## src/rtl/instr_encoder_writer.sv

```systemverilog
// rtl/instr_encoder_writer.sv - RV32I field packer and sequential instruction-memory writer
// Optional IMM_CHECK_EN: per-format immediate range check with sticky imm_err output.
module instr_encoder_writer #(
    parameter int ADDR_W = 6,
    parameter int DEPTH  = 64
) (
    input  logic              clk,
    input  logic              reset,
    input  logic              start,
    input  logic              stop,
    input  logic              in_valid,
    output logic              in_ready,
    input  logic [2:0]        in_fmt,
    input  logic [6:0]        in_op,
    input  logic [4:0]        in_rd,
    input  logic [4:0]        in_rs1,
    input  logic [4:0]        in_rs2,
    input  logic [2:0]        in_funct3,
    input  logic              in_funct7b5,
    input  logic [31:0]       in_imm,
    output logic              mem_we,
    input  logic              mem_ready,
    output logic [ADDR_W-1:0] mem_addr,
    output logic [31:0]       mem_wdata,
    output logic              busy,
    output logic              done,
    output logic [ADDR_W:0]   words,
`ifdef IMM_CHECK_EN
    output logic              imm_err,
`endif
    output logic              bad_fmt
);

    typedef enum logic [1:0] {S_IDLE, S_RUN, S_DRAIN, S_DONE} state_t;

    state_t      state, state_nxt;
    logic [31:0] enc;
    logic [6:0]  f7;
    logic        imm_ok;
    logic        last_pending;
    logic        accept_w;
    logic        xfer;
    logic        start_ok;

    assign f7           = {1'b0, in_funct7b5, 5'b0};
    assign accept_w     = mem_we & mem_ready;
    assign last_pending = mem_we & (mem_addr == ADDR_W'(DEPTH - 1));
    assign xfer         = in_valid & in_ready;
    assign start_ok     = start & ((state == S_IDLE) | (state == S_DONE));

    always_comb begin
        enc = 32'h0000_0013;
        case (in_fmt)
            3'b000: enc = {in_imm[11:0], in_rs1, in_funct3, in_rd, in_op};
            3'b001: enc = {in_imm[11:5], in_rs2, in_rs1, in_funct3, in_imm[4:0], in_op};
            3'b010: enc = {in_imm[12], in_imm[10:5], in_rs2, in_rs1, in_funct3,
                           in_imm[4:1], in_imm[11], in_op};
            3'b011: enc = {in_imm[20], in_imm[10:1], in_imm[11], in_imm[19:12], in_rd, in_op};
            3'b100: enc = {in_imm[31:12], in_rd, in_op};
            3'b101: enc = {f7, in_imm[4:0], in_rs1, in_funct3, in_rd, in_op};
            3'b110: enc = {f7, in_rs2, in_rs1, in_funct3, in_rd, in_op};
            default: enc = 32'h0000_0013;
        endcase
    end

`ifdef IMM_CHECK_EN
    logic signed [31:0] simm;
    assign simm = $signed(in_imm);

    always_comb begin
        imm_ok = 1'b1;
        case (in_fmt)
            3'b000, 3'b001: imm_ok = (simm >= -32'sd2048) && (simm <= 32'sd2047);
            3'b010: imm_ok = (simm >= -32'sd4096) && (simm <= 32'sd4095) && !in_imm[0];
            3'b011: imm_ok = (simm >= -32'sd1048576) && (simm <= 32'sd1048575) && !in_imm[0];
            3'b101: imm_ok = (simm >= 32'sd0) && (simm <= 32'sd31);
            default: imm_ok = 1'b1;
        endcase
    end
`else
    assign imm_ok = 1'b1;
`endif

    always_ff @(posedge clk or posedge reset) begin
        if (reset) state <= S_IDLE;
        else       state <= state_nxt;
    end

    always_comb begin
        state_nxt = state;
        case (state)
            S_IDLE:  if (start) state_nxt = S_RUN;
            S_RUN: begin
                if (accept_w && mem_addr == ADDR_W'(DEPTH - 1)) state_nxt = S_DONE;
                else if (stop)                                  state_nxt = S_DRAIN;
            end
            S_DRAIN: if (!mem_we || mem_ready) state_nxt = S_DONE;
            S_DONE:  if (start) state_nxt = S_RUN;
            default: state_nxt = S_IDLE;
        endcase
    end

    always_comb begin
        busy     = (state == S_RUN) | (state == S_DRAIN);
        done     = (state == S_DONE);
        in_ready = (state == S_RUN) & ~stop & (~mem_we | mem_ready) & ~last_pending;
    end

    // mem_addr always names the pending write; a same-cycle transfer lands on the incremented address
    always_ff @(posedge clk or posedge reset) begin
        if (reset) begin
            mem_we    <= 1'b0;
            mem_addr  <= '0;
            mem_wdata <= '0;
            words     <= '0;
            bad_fmt   <= 1'b0;
`ifdef IMM_CHECK_EN
            imm_err   <= 1'b0;
`endif
        end else if (start_ok) begin
            mem_we    <= 1'b0;
            mem_addr  <= '0;
            words     <= '0;
            bad_fmt   <= 1'b0;
`ifdef IMM_CHECK_EN
            imm_err   <= 1'b0;
`endif
        end else begin
            if (accept_w) begin
                mem_addr <= mem_addr + 1'b1;
                words    <= words + 1'b1;
            end
            if (xfer && imm_ok) begin
                mem_we    <= 1'b1;
                mem_wdata <= enc;
            end else if (accept_w) begin
                mem_we <= 1'b0;
            end
            if (xfer && in_fmt == 3'b111) bad_fmt <= 1'b1;
`ifdef IMM_CHECK_EN
            if (xfer && !imm_ok) imm_err <= 1'b1;
`endif
        end
    end

endmodule
```

## config.mk

```make
export PLATFORM = sky130hd
export DESIGN_NAME = instr_encoder_writer
export DESIGN_NICKNAME = d
export VERILOG_FILES = /design/src/rtl/instr_encoder_writer.sv
export SDC_FILE = /design/constraint.sdc
export NUM_CORES = 1
export LEC_CHECK = 0
export CORE_MARGIN = 3
export CORE_UTILIZATION = 48
export CTS_BUF_LIST = sky130_fd_sc_hd__clkbuf_16
export DETAILED_ROUTE_END_ITERATION = 7
export PLACE_DENSITY_LB_ADDON = 0.2
export SETUP_SLACK_MARGIN = 0.5
export SLEW_MARGIN = 10
export SYNTH_ARGS = -nofsm -noshare
export SYNTH_HDL_FRONTEND = slang
export SYNTH_SLANG_ARGS = --single-unit
```

## constraint.sdc

```tcl
create_clock -name clk -period 3.9 [get_ports clk]
set_input_delay 0.39 -clock clk [delete_from_list [all_inputs] [get_ports clk]]
set_output_delay 0.39 -clock clk [all_outputs]
set_load 0.02 [all_outputs]
```

==> results of run 1 <==
where the power goes:
part / leakage (uW) / total (uW) / internal, uW / switching [uW]
sequential: 0.000636 / 803 / 683 / 120
clock: 0.0000702 / 437 / 239 / 198
combinational: 0.00111 / 1150 / 542 / 612
final cells by class:
| cell class | instances | area (um2) | area share [%] |
|---|---|---|---|
| sequential | 49 | 1226 | 28.25 |
| clock inverter | 3 | 21.27 | 0.4901 |
| multi-input combinational | 250 | 1642 | 37.82 |
| clock buffer | 5 | 125.1 | 2.883 |
| inverter | 9 | 33.78 | 0.7783 |
| timing repair buffer | 121 | 1199 | 27.62 |
| tap | 75 | 93.84 | 2.162 |
critical path, delay by kind of cell, from the launching register on:
| kind | cells | cell delay [ns] |
|---|---|---|
| adder cells (fa/ha/maj) | 1 | 0.20 |
| AO/OA/AOI/OAI | 1 | 0.65 |
| AND/OR/NAND/NOR | 2 | 1.01 |
| multiplexers | 1 | 0.42 |
| flip-flops | 1 | 0.40 |
metal layers:
layer | vias to the layer above | routed length [um]
li1 | 1412 | -
met1 | 1399 | 3862
met2 | 108 | 4213
met3 | 7 | 456
met4 | 0 | 80
met5 | - | 0
through the flow:
| stage | total power, uW | hold slack (ns) |
|---|---|---|
| final | 2394 | 0.5106 |
| after global routing | 2537 | 0.5517 |
| after detailed placement | 1968 | 0.4975 |
| after CTS | 2407 | 0.5128 |
| after global placement | 1934 | 0.4874 |
| after floorplan | 1416 | 0.4750 |
registers in the layout, summed over array words and instances, names as in the netlist:
| signal | flops |
|---|---|
| state | 2 |
| words | 7 |
| bad_fmt | 1 |
| mem_wdata | 32 |
| mem_addr | 6 |
| mem_we | 1 |
kinds of logic after synthesis:
logic type	synth area share (%)
multiplexers	6.749
buffers and inverters	5.678
flip-flops	40.33
AO/OA/AOI/OAI	27.12
AND/OR/NAND/NOR	14.77
adder cells (fa/ha/maj)	2.469
XOR/XNOR	2.881
worst paths after layout:
path	start	endpoint	slack, ns
worst max register to register	mem_addr[0]	mem_wdata[30]	1.09
worst max-delay path	mem_addr[0]	mem_wdata[30]	1.09
max in group asynchronous	reset	mem_wdata[18]	2.60
worst min register to register	mem_wdata[17]	mem_wdata[17]	0.51
worst min-delay path	mem_wdata[17]	mem_wdata[17]	0.51
min in group asynchronous	reset	words[6]	0.66
cell usage in the layout, fill, tap and decap left out, drive strengths merged, types with 4 or more instances in the layout:
cell,synthesis,layout
a21boi,4,4
a21oi,21,21
a311oi,8,8
a31oi,9,9
buf,8,5
clkbuf,20,5
clkdlybuf4s50,0,116
dfrtp,49,49
ha,6,6
inv,9,10
mux2,4,4
mux2i,16,16
nand2,21,21
nand3b,8,8
nor2,29,29
nor2b,7,7
o21a,8,8
o21ai,59,59
o31ai,4,4
o41ai,4,4
xnor2,4,4
xor2,6,6
==> results.json, run 1 <==
{
  "status": "finished clean",
  "yosysTopAreaCell": "dfrtp_1",
  "grt_util_met1_pct": 32.09,
  "cts_hold_buf": 0,
  "end_kind": "register",
  "finalHoldViolCount": 0,
  "yosys-top-cells-area": "dfrtp_1 (40%), o21ai_0 (9.7%), mux2i_1 (5.3%)",
  "cp_max_fo": 33,
  "synth-main-ff-cell": "dfrtp_1",
  "synth_edf_count": 0,
  "tns_ns": 0,
  "synthArstFlopShare_pct": 100.0,
  "grt_use_met3_pct": 4.323,
  "fmax_ghz": 0.3554,
  "syn-cell-area_um2": 3040,
  "first_pass_iters": 5,
  "grt_pass1_vias": 2908,
  "area_growth_pct": 42.76,
  "final_area_um2": 4340,
  "place_area_um2": 4194,
  "antenna_found_initial": 0,
  "syn_avg_cell_area_um2": 9.049,
  "grt_max_degree": 50,
  "grt_pass1_wl_um": 14100,
  "ys_seq_elements": 49,
  "ant_nets": 0,
  "htree_levels": 2,
  "grt_util_met2_pct": 39.97,
  "pre_cts_slack_ns": 0.9777,
  "vias": 2926,
  "drv_slew": 0,
  "fill_cells": 495,
  "io_pins": 117,
  "cts-buffers-inserted": 5,
  "cp_slowest_cell": "or2_1",
  "fin_cells": 512,
  "yosysMostFrequentCell": "o21ai_0",
  "drc": 0,
  "numClockSinks": 49,
  "dp_hpwl_um": 6251,
  "worstMarginPinSlew_ns": 1.062,
  "core_um2": 6026,
  "initial_core_util_pct": 50.46,
  "post-route-util_pct": 72.03,
  "setup_violations": 0,
  "holdPathStages": 2,
  "yosys_warnings": 0,
  "rsz0062_at_grt": "no",
  "drt-total-wl_um": 8613,
  "post_route_cells_drive_above_1_share_pct": 6.636,
  "cp_cell_sequence": "ha_1 > nand2_1 > o2111ai_4 > or2_1 > mux2_2",
  "max-vdd-ir-drop_uv": 449.9,
  "post_cts_resized": 0,
  "dp.cells": 504,
  "cts_tree": "yes",
  "track_usage_pct": 23.83,
  "period_needed_ns": 2.814,
  "portBuffers": 116,
  "slew_headroom_pct": 29.17,
  "p_leak_uw": 0.001812,
  "worstPathArrival_ns": 2.99,
  "r2r_cells": 5,
  "via_per_inst": 5.715,
  "max_stage_delay_ns": 0.90,
  "die_w_um": 85.59,
  "overflow": 0,
  "critPathRequiredTime_ns": 4.07,
  "routedWlPerCell_um": 16.82,
  "antennaDiodeCount": 0,
  "critPathKind": "register to register",
  "worstSkewPairLatency_ns": 0.29,
  "synth_nets": 409,
  "synth.distinct_cells": 47,
  "final_nets": 509,
  "grt_most_used_layer": "met2",
  "seq_area_frac_synth_pct": 40.33,
  "die_h_um": 85.59,
  "pwr_density_cell_nw_per_um2": 551.5,
  "synth_common_cells": "o21ai_0 (59), dfrtp_1 (49), nor2_1 (29), a21oi_1 (21), nand2_1 (21)",
  "die-area_um2": 7325,
  "period_share_pct": 72.15,
  "min_path_type": "register to register",
  "rows": 28,
  "routabilityCongestion": 0.8248,
  "critPathLaunchType": "register",
  "timing.final.ws_setup_ns": 1.086,
  "cts_max_path_buffers": 2,
  "post_cts_buffers": 0,
  "synthCells": 336,
  "path_clk_slew_ns": 0.07,
  "synth_top_area_share_pct": 40.33,
  "drt-initial-drc-count": 165,
  "root_buffer": "clkbuf_16",
  "maxCapViolations": 0,
  "finClkSkew_ns": 0.004328
}
No activity file was read; power rests on OpenSTA's default activity.
==> run 2: changes to the inputs <==
--- a/config.mk
+++ b/config.mk
@@ -6,7 +6,7 @@
 export NUM_CORES = 1
 export LEC_CHECK = 0
 export CORE_MARGIN = 3
-export CORE_UTILIZATION = 48
+export CORE_UTILIZATION = 40
 export CTS_BUF_LIST = sky130_fd_sc_hd__clkbuf_16
 export DETAILED_ROUTE_END_ITERATION = 7
 export PLACE_DENSITY_LB_ADDON = 0.2
==> constraint.sdc (replaced) <==
create_clock -name clk -period 2.4 [get_ports clk]
set_input_delay 0.24 -clock clk [delete_from_list [all_inputs] [get_ports clk]]
set_output_delay 0.24 -clock clk [all_outputs]
set_load 0.02 [all_outputs]
==> run 2 against run 1 <==
First-iteration DRC count up 6.1%. Combinational power up 70%. Hold slack worse by 0.18 ns. Die area up 19%. Worst setup slack worse by 0.53 ns. Critical path depth up 1. Non-clock buffer count up 12. Via count up 0.65%. Global-route usage down 3.2 points. Critical path type unchanged. Highest routed layer unchanged.
==> results.json, run 2 (synthesis results as in run 1) <==
{
  "ant_nets": 0,
  "finalHoldViolCount": 0,
  "cts_tree": "yes",
  "final_cell_mix": "clkdlybuf4s50_1 (114), o21ai_0 (55), dfrtp_1 (48)",
  "clockPowerShare_pct": 21.8,
  "critPathKind": "register to register",
  "vias": 2945,
  "critPathRequiredTime_ns": 2.57,
  "fin_cells": 549,
  "switching_share_pct": 36.55,
  "worst_path_most_repeated_cell": "buf_4",
  "cts_max_path_buffers": 2,
  "timing.final.ws_setup_ns": 0.5593,
  "p_seq_share_pct": 31.3,
  "worstPathArrival_ns": 2.01,
  "drt-total-wl_um": 8858,
  "regArea_um2": 1227,
  "post-route-util_pct": 61.85,
  "cts-buffers-inserted": 5,
  "critPathLaunchType": "register",
  "regMostFlops": "mem_wdata",
  "routedWlPerCell_um": 16.13,
  "slew_headroom_pct": 61.40,
  "tns_ns": 0,
  "grt_pass1_wl_um": 14410,
  "die_h_um": 93.19,
  "drt-initial-drc-count": 175,
  "drc": 0,
  "root_buffer": "clkbuf_16",
  "period_share_pct": 76.69,
  "cp_max_fo": 8,
  "rsz0062_at_grt": "no",
  "pwr_density_cell_nw_per_um2": 915.4,
  "via_per_inst": 5.364,
  "p_leak_uw": 0.001894,
  "worstMarginPinSlew_ns": 0.5781,
  "path_clk_slew_ns": 0.07,
  "multi_input_area_um2": 1673,
  "post_route_cells_drive_above_1_share_pct": 10.89,
  "numClockSinks": 49,
  "initial_core_util_pct": 41.47,
  "p_comb_share_pct": 47.0,
  "worstSetupStartpoint": "state[1]",
  "area_growth_pct": 49.14,
  "first_pass_iters": 4,
  "core_um2": 7331,
  "routabilityCongestion": 0.8126,
  "antenna_found_initial": 0,
  "drv_slew": 0,
  "io_pins": 117,
  "fill_cells": 614,
  "grt_pass1_vias": 2933,
  "r2r-start": "state[1]",
  "final_nets": 522,
  "dp_hpwl_um": 6407,
  "reg_top3": "mem_wdata (32), words (7), mem_addr (6)",
  "max_stage_delay_ns": 0.40,
  "die_w_um": 93.19,
  "switching_power_uw": 1517,
  "max-vdd-ir-drop_uv": 422.3,
  "overflow": 0,
  "htree_levels": 2,
  "antennaDiodeCount": 0,
  "setup_violations": 0,
  "period_needed_ns": 1.841,
  "cp_slowest_cell": "dfrtp_1",
  "end_kind": "register",
  "dp.cells": 536,
  "final_common_cell": "clkdlybuf4s50_1",
  "status": "finished clean",
  "largest_reg_flops": 32,
  "p_int_uw": 2634,
  "finClkSkew_ns": 0.005522,
  "grt_max_degree": 45,
  "die-area_um2": 8683,
  "min_path_type": "input pin to async pin",
  "fmax_ghz": 0.5433,
  "pre_cts_slack_ns": 0.1594,
  "cp_cell_sequence": "buf_4 > ha_4 > and2_1 > or2_4 > buf_4 > mux2_2",
  "maxCapViolations": 0,
  "worstSkewPairLatency_ns": 0.28,
  "portBuffers": 116,
  "rows": 31,
  "track_usage_pct": 20.62
}
run 2: cell count changes in the layout (fill, tap and decap cells not counted), moves of 2 or more:
cell             before  now
buf_4                 5   16
bufinv_16             0    2
clkdlybuf4s50_1     116  114
ha_1                  6    4
o21ai_0              59   55
o21ai_1               0    4
run 2: power groups by stage:
stage,Sequential [uW],Combinational (uW),Clock (uW)
finish,1300,1950,903
global route,1340,2100,949
CTS,1300,1920,913
detailed placement,1310,1920,0
global placement,1300,1890,0
floorplan,1610,710,0
run 2: timing repair:
| action | 4_1_cts | 5_1_grt |
|---|---|---|
| buffers inserted | 0 | 4 |
| hold buffers | 0 | 0 |
| pin swaps | 0 | 1 |
| gates cloned | 0 | 1 |
| gates resized for setup | 4 | 11 |
| setup endpoints to repair | 34 | 22 |
run 2: layout make-up:
class,count,share of cell area (%)
Multi-Input combinational cell,251,36.89
Timing Repair Buffer,133,28.37
Sequential cell,49,27.07
Clock buffer,5,2.759
Tap cell,99,2.732
Clock inverter,3,1.435
Inverter,9,0.7450
run 2: worst paths after layout:
path	end	slack [ns]	cells after the start
setup / recovery	mem_wdata[20]	0.56	6
hold / removal	words[6]	0.33	2
max in group asynchronous	state[0]	1.41	3
min in group clk	mem_wdata[29]	0.51	2
hold reg to reg	mem_wdata[29]	0.51	2
setup reg to reg	mem_wdata[20]	0.56	6
run 2: stage by stage:
step	power, uW	cell area [um2]	hold WS [ns]
floorplan	2317	3053	0.3249
global placement	3192	4297	0.4883
detailed placement	3234	4297	0.4978
CTS	4130	4487	0.3445
global route	4393	4534	0.3861
finish	4151	4534	0.3318
run 2: worst max-delay path, delay by kind of cell, from the launching register on:
family / cells / cell delay (ns)
buffers and inverters: 2 / 0.28
AND/OR/NAND/NOR: 2 / 0.46
multiplexers: 1 / 0.31
adder cells (fa/ha/maj): 1 / 0.27
flip-flops: 1 / 0.40
run 2: metal layers:
metal / up-vias / track usage, % / routed length, um
li1: 1434 / - / -
met5: - / 0 / 0
met1: 1395 / 27.48 / 3820
met4: 0 / 5.495 / 103
met2: 108 / 34.43 / 4413
met3: 8 / 3.942 / 521
==> run 3: changes to the inputs <==
==> constraint.sdc (replaced) <==
create_clock -name clk -period 1.5 [get_ports clk]
set_input_delay 0.15 -clock clk [delete_from_list [all_inputs] [get_ports clk]]
set_output_delay 0.15 -clock clk [all_outputs]
set_load 0.02 [all_outputs]
==> run 3 against run 2 <==
The flow now finishes with violations (negative setup slack). Die area is the same. Global-route usage rose by 1.8 points. Hold slack worse by 0.11 ns. Largest cell class unchanged.
==> results.json, run 3 (synthesis results as in run 1) <==
{
  "clockPowerShare_pct": 18.2,
  "period_needed_ns": 1.766,
  "maxCapViolations": 0,
  "period_share_pct": 117.7,
  "largest_reg_flops": 32,
  "die_w_um": 93.19,
  "initial_core_util_pct": 41.47,
  "cp_cell_sequence": "buf_6 > ha_4 > and2_4 > or2_4 > buf_12 > buf_12 > o41ai_4",
  "status": "complete, but fails checks",
  "root_buffer": "clkbuf_16",
  "vias": 3186,
  "wl_met3_um": 498,
  "drt-total-wl_um": 9847,
  "final_cell_mix": "clkdlybuf4s50_1 (66), buf_4 (53), dfrtp_1 (41)",
  "core_um2": 7331,
  "numClockSinks": 49,
  "worstMarginPinSlew_ns": 0.5645,
  "cpLargestDelayFamily": "buffers and inverters",
  "dp.cells": 576,
  "top_layer": "met4",
  "critPathRequiredTime_ns": 1.68,
  "worstSkewPairLatency_ns": 0.28,
  "path_clk_slew_ns": 0.06,
  "worstPathArrival_ns": 1.94,
  "cp_num_buf_inv": 3,
  "slew_headroom_pct": 62.23,
  "p_comb_share_pct": 55.2,
  "fmax_ghz": 0.5663,
  "regMostFlops": "mem_wdata",
  "tns_ns": -6.825,
  "rows": 31,
  "p_leak_uw": 0.002342,
  "post_route_cells_drive_above_1_share_pct": 39.68,
  "grt_pass1_wl_um": 15660,
  "rsz0062_at_grt": "yes",
  "first_pass_iters": 4,
  "finClkSkew_ns": 0.005031,
  "p_seq_share_pct": 26.6,
  "route.met2.wl_um": 4996,
  "cts-buffers-inserted": 5,
  "die-area_um2": 8683,
  "cts_hold_buf": 0,
  "ant_nets": 0,
  "timing.final.ws_setup_ns": -0.2660,
  "reg_top3": "mem_wdata (32), words (7), mem_addr (6)",
  "antenna_found_initial": 0,
  "fin_cells": 603,
  "p_int_uw": 4961,
  "cp_slowest_cell": "dfrtp_1",
  "setup_violations": 37,
  "grt_pass1_vias": 3178,
  "switching_share_pct": 37.47,
  "drt-initial-drc-count": 139,
  "max_stage_delay_ns": 0.40,
  "critPathKind": "register to register",
  "overflow": 0,
  "final_nets": 576,
  "finalHoldViolCount": 0,
  "switching_power_uw": 2972,
  "pwr_density_cell_nw_per_um2": 1492,
  "via_per_inst": 5.284,
  "cts_max_path_buffers": 2,
  "violations": "negative setup slack",
  "cp_max_fo": 7,
  "dp_hpwl_um": 6529,
  "routedWlPerCell_um": 16.33,
  "critPathLaunchType": "register",
  "wl_met1_um": 4228,
  "portBuffers": 116,
  "antennaDiodeCount": 0,
  "htree_levels": 2,
  "p_total_uw": 7933,
  "track_usage_pct": 22.40,
  "final_common_cell": "clkdlybuf4s50_1",
  "min_path_type": "input pin to async pin",
  "drv_slew": 0,
  "end_kind": "register",
  "max-vdd-ir-drop_uv": 644.2,
  "routabilityCongestion": 0.8138,
  "cts_tree": "yes",
  "die_h_um": 93.19,
  "io_pins": 117,
  "worst_path_most_repeated_cell": "buf_12",
  "grt_max_degree": 33,
  "drc": 0,
  "area_growth_pct": 74.94
}
[run 3: per-stage QoR]
step / area [um2] / worst slack (ns) / hold WS [ns] / utilization [%]
2_1_floorplan: 3110 / -0.1847 / 0.1858 / -
3_3_place_gp: 4649 / -0.2971 / 0.4897 / 63.42
3_5_place_dp: 4649 / -0.3559 / 0.4972 / 63.42
4_1_cts: 5031 / -0.2448 / 0.2415 / 68.63
5_1_grt: 5319 / -0.3186 / 0.2477 / 72.56
6_report: 5319 / -0.2660 / 0.2267 / 72.56
[run 3: power by group through the flow]
stage	clock network (uW)	logic (uW)	registers (uW)
after floorplan	0	1210	2590
after global placement	0	3330	2060
after detailed placement	0	3380	2070
after CTS	1460	3900	2050
after global routing	1500	4670	2170
final	1440	4380	2110
[run 3: worst paths after layout]
kind                                     from       endpoint  slack, ns  depth (start not counted)
worst min-delay path                    reset   mem_wdata[3]       0.23                          2
min in group clk                     in_op[5]   mem_wdata[5]       0.42                          3
worst max-delay path                 state[1]   mem_wdata[9]      -0.27                          7
max in group asynchronous               reset  mem_wdata[29]       0.77                          3
worst min register to register  mem_wdata[16]  mem_wdata[16]       0.49                          2
worst max register to register       state[1]   mem_wdata[9]      -0.27                          7
[run 3: cell type report]
| cell class | instances | area, um2 |
|---|---|---|
| Sequential cell | 49 | 1236 |
| Multi-Input combinational cell | 250 | 1903 |
| Tap cell | 99 | 123.9 |
| Clock buffer | 5 | 125.1 |
| Clock inverter | 3 | 65.06 |
| Timing Repair Buffer | 188 | 1826 |
| Inverter | 9 | 40.04 |
| Fill cell | 535 | 2012 |
[run 3: repair_timing]
item / in CTS / in global routing
buffers inserted: 7 / 8
pin swaps: 7 / 5
gates cloned: 4 / 0
endpoints found under the setup margin: 99 / 77
resized for setup: 313 / 66
[run 3: metal layers]
metal	global-route usage, %	up-vias
met5	0	-
met1	29.56	1537
met2	38.21	91
li1	-	1551
met4	5.617	0
met3	3.781	7
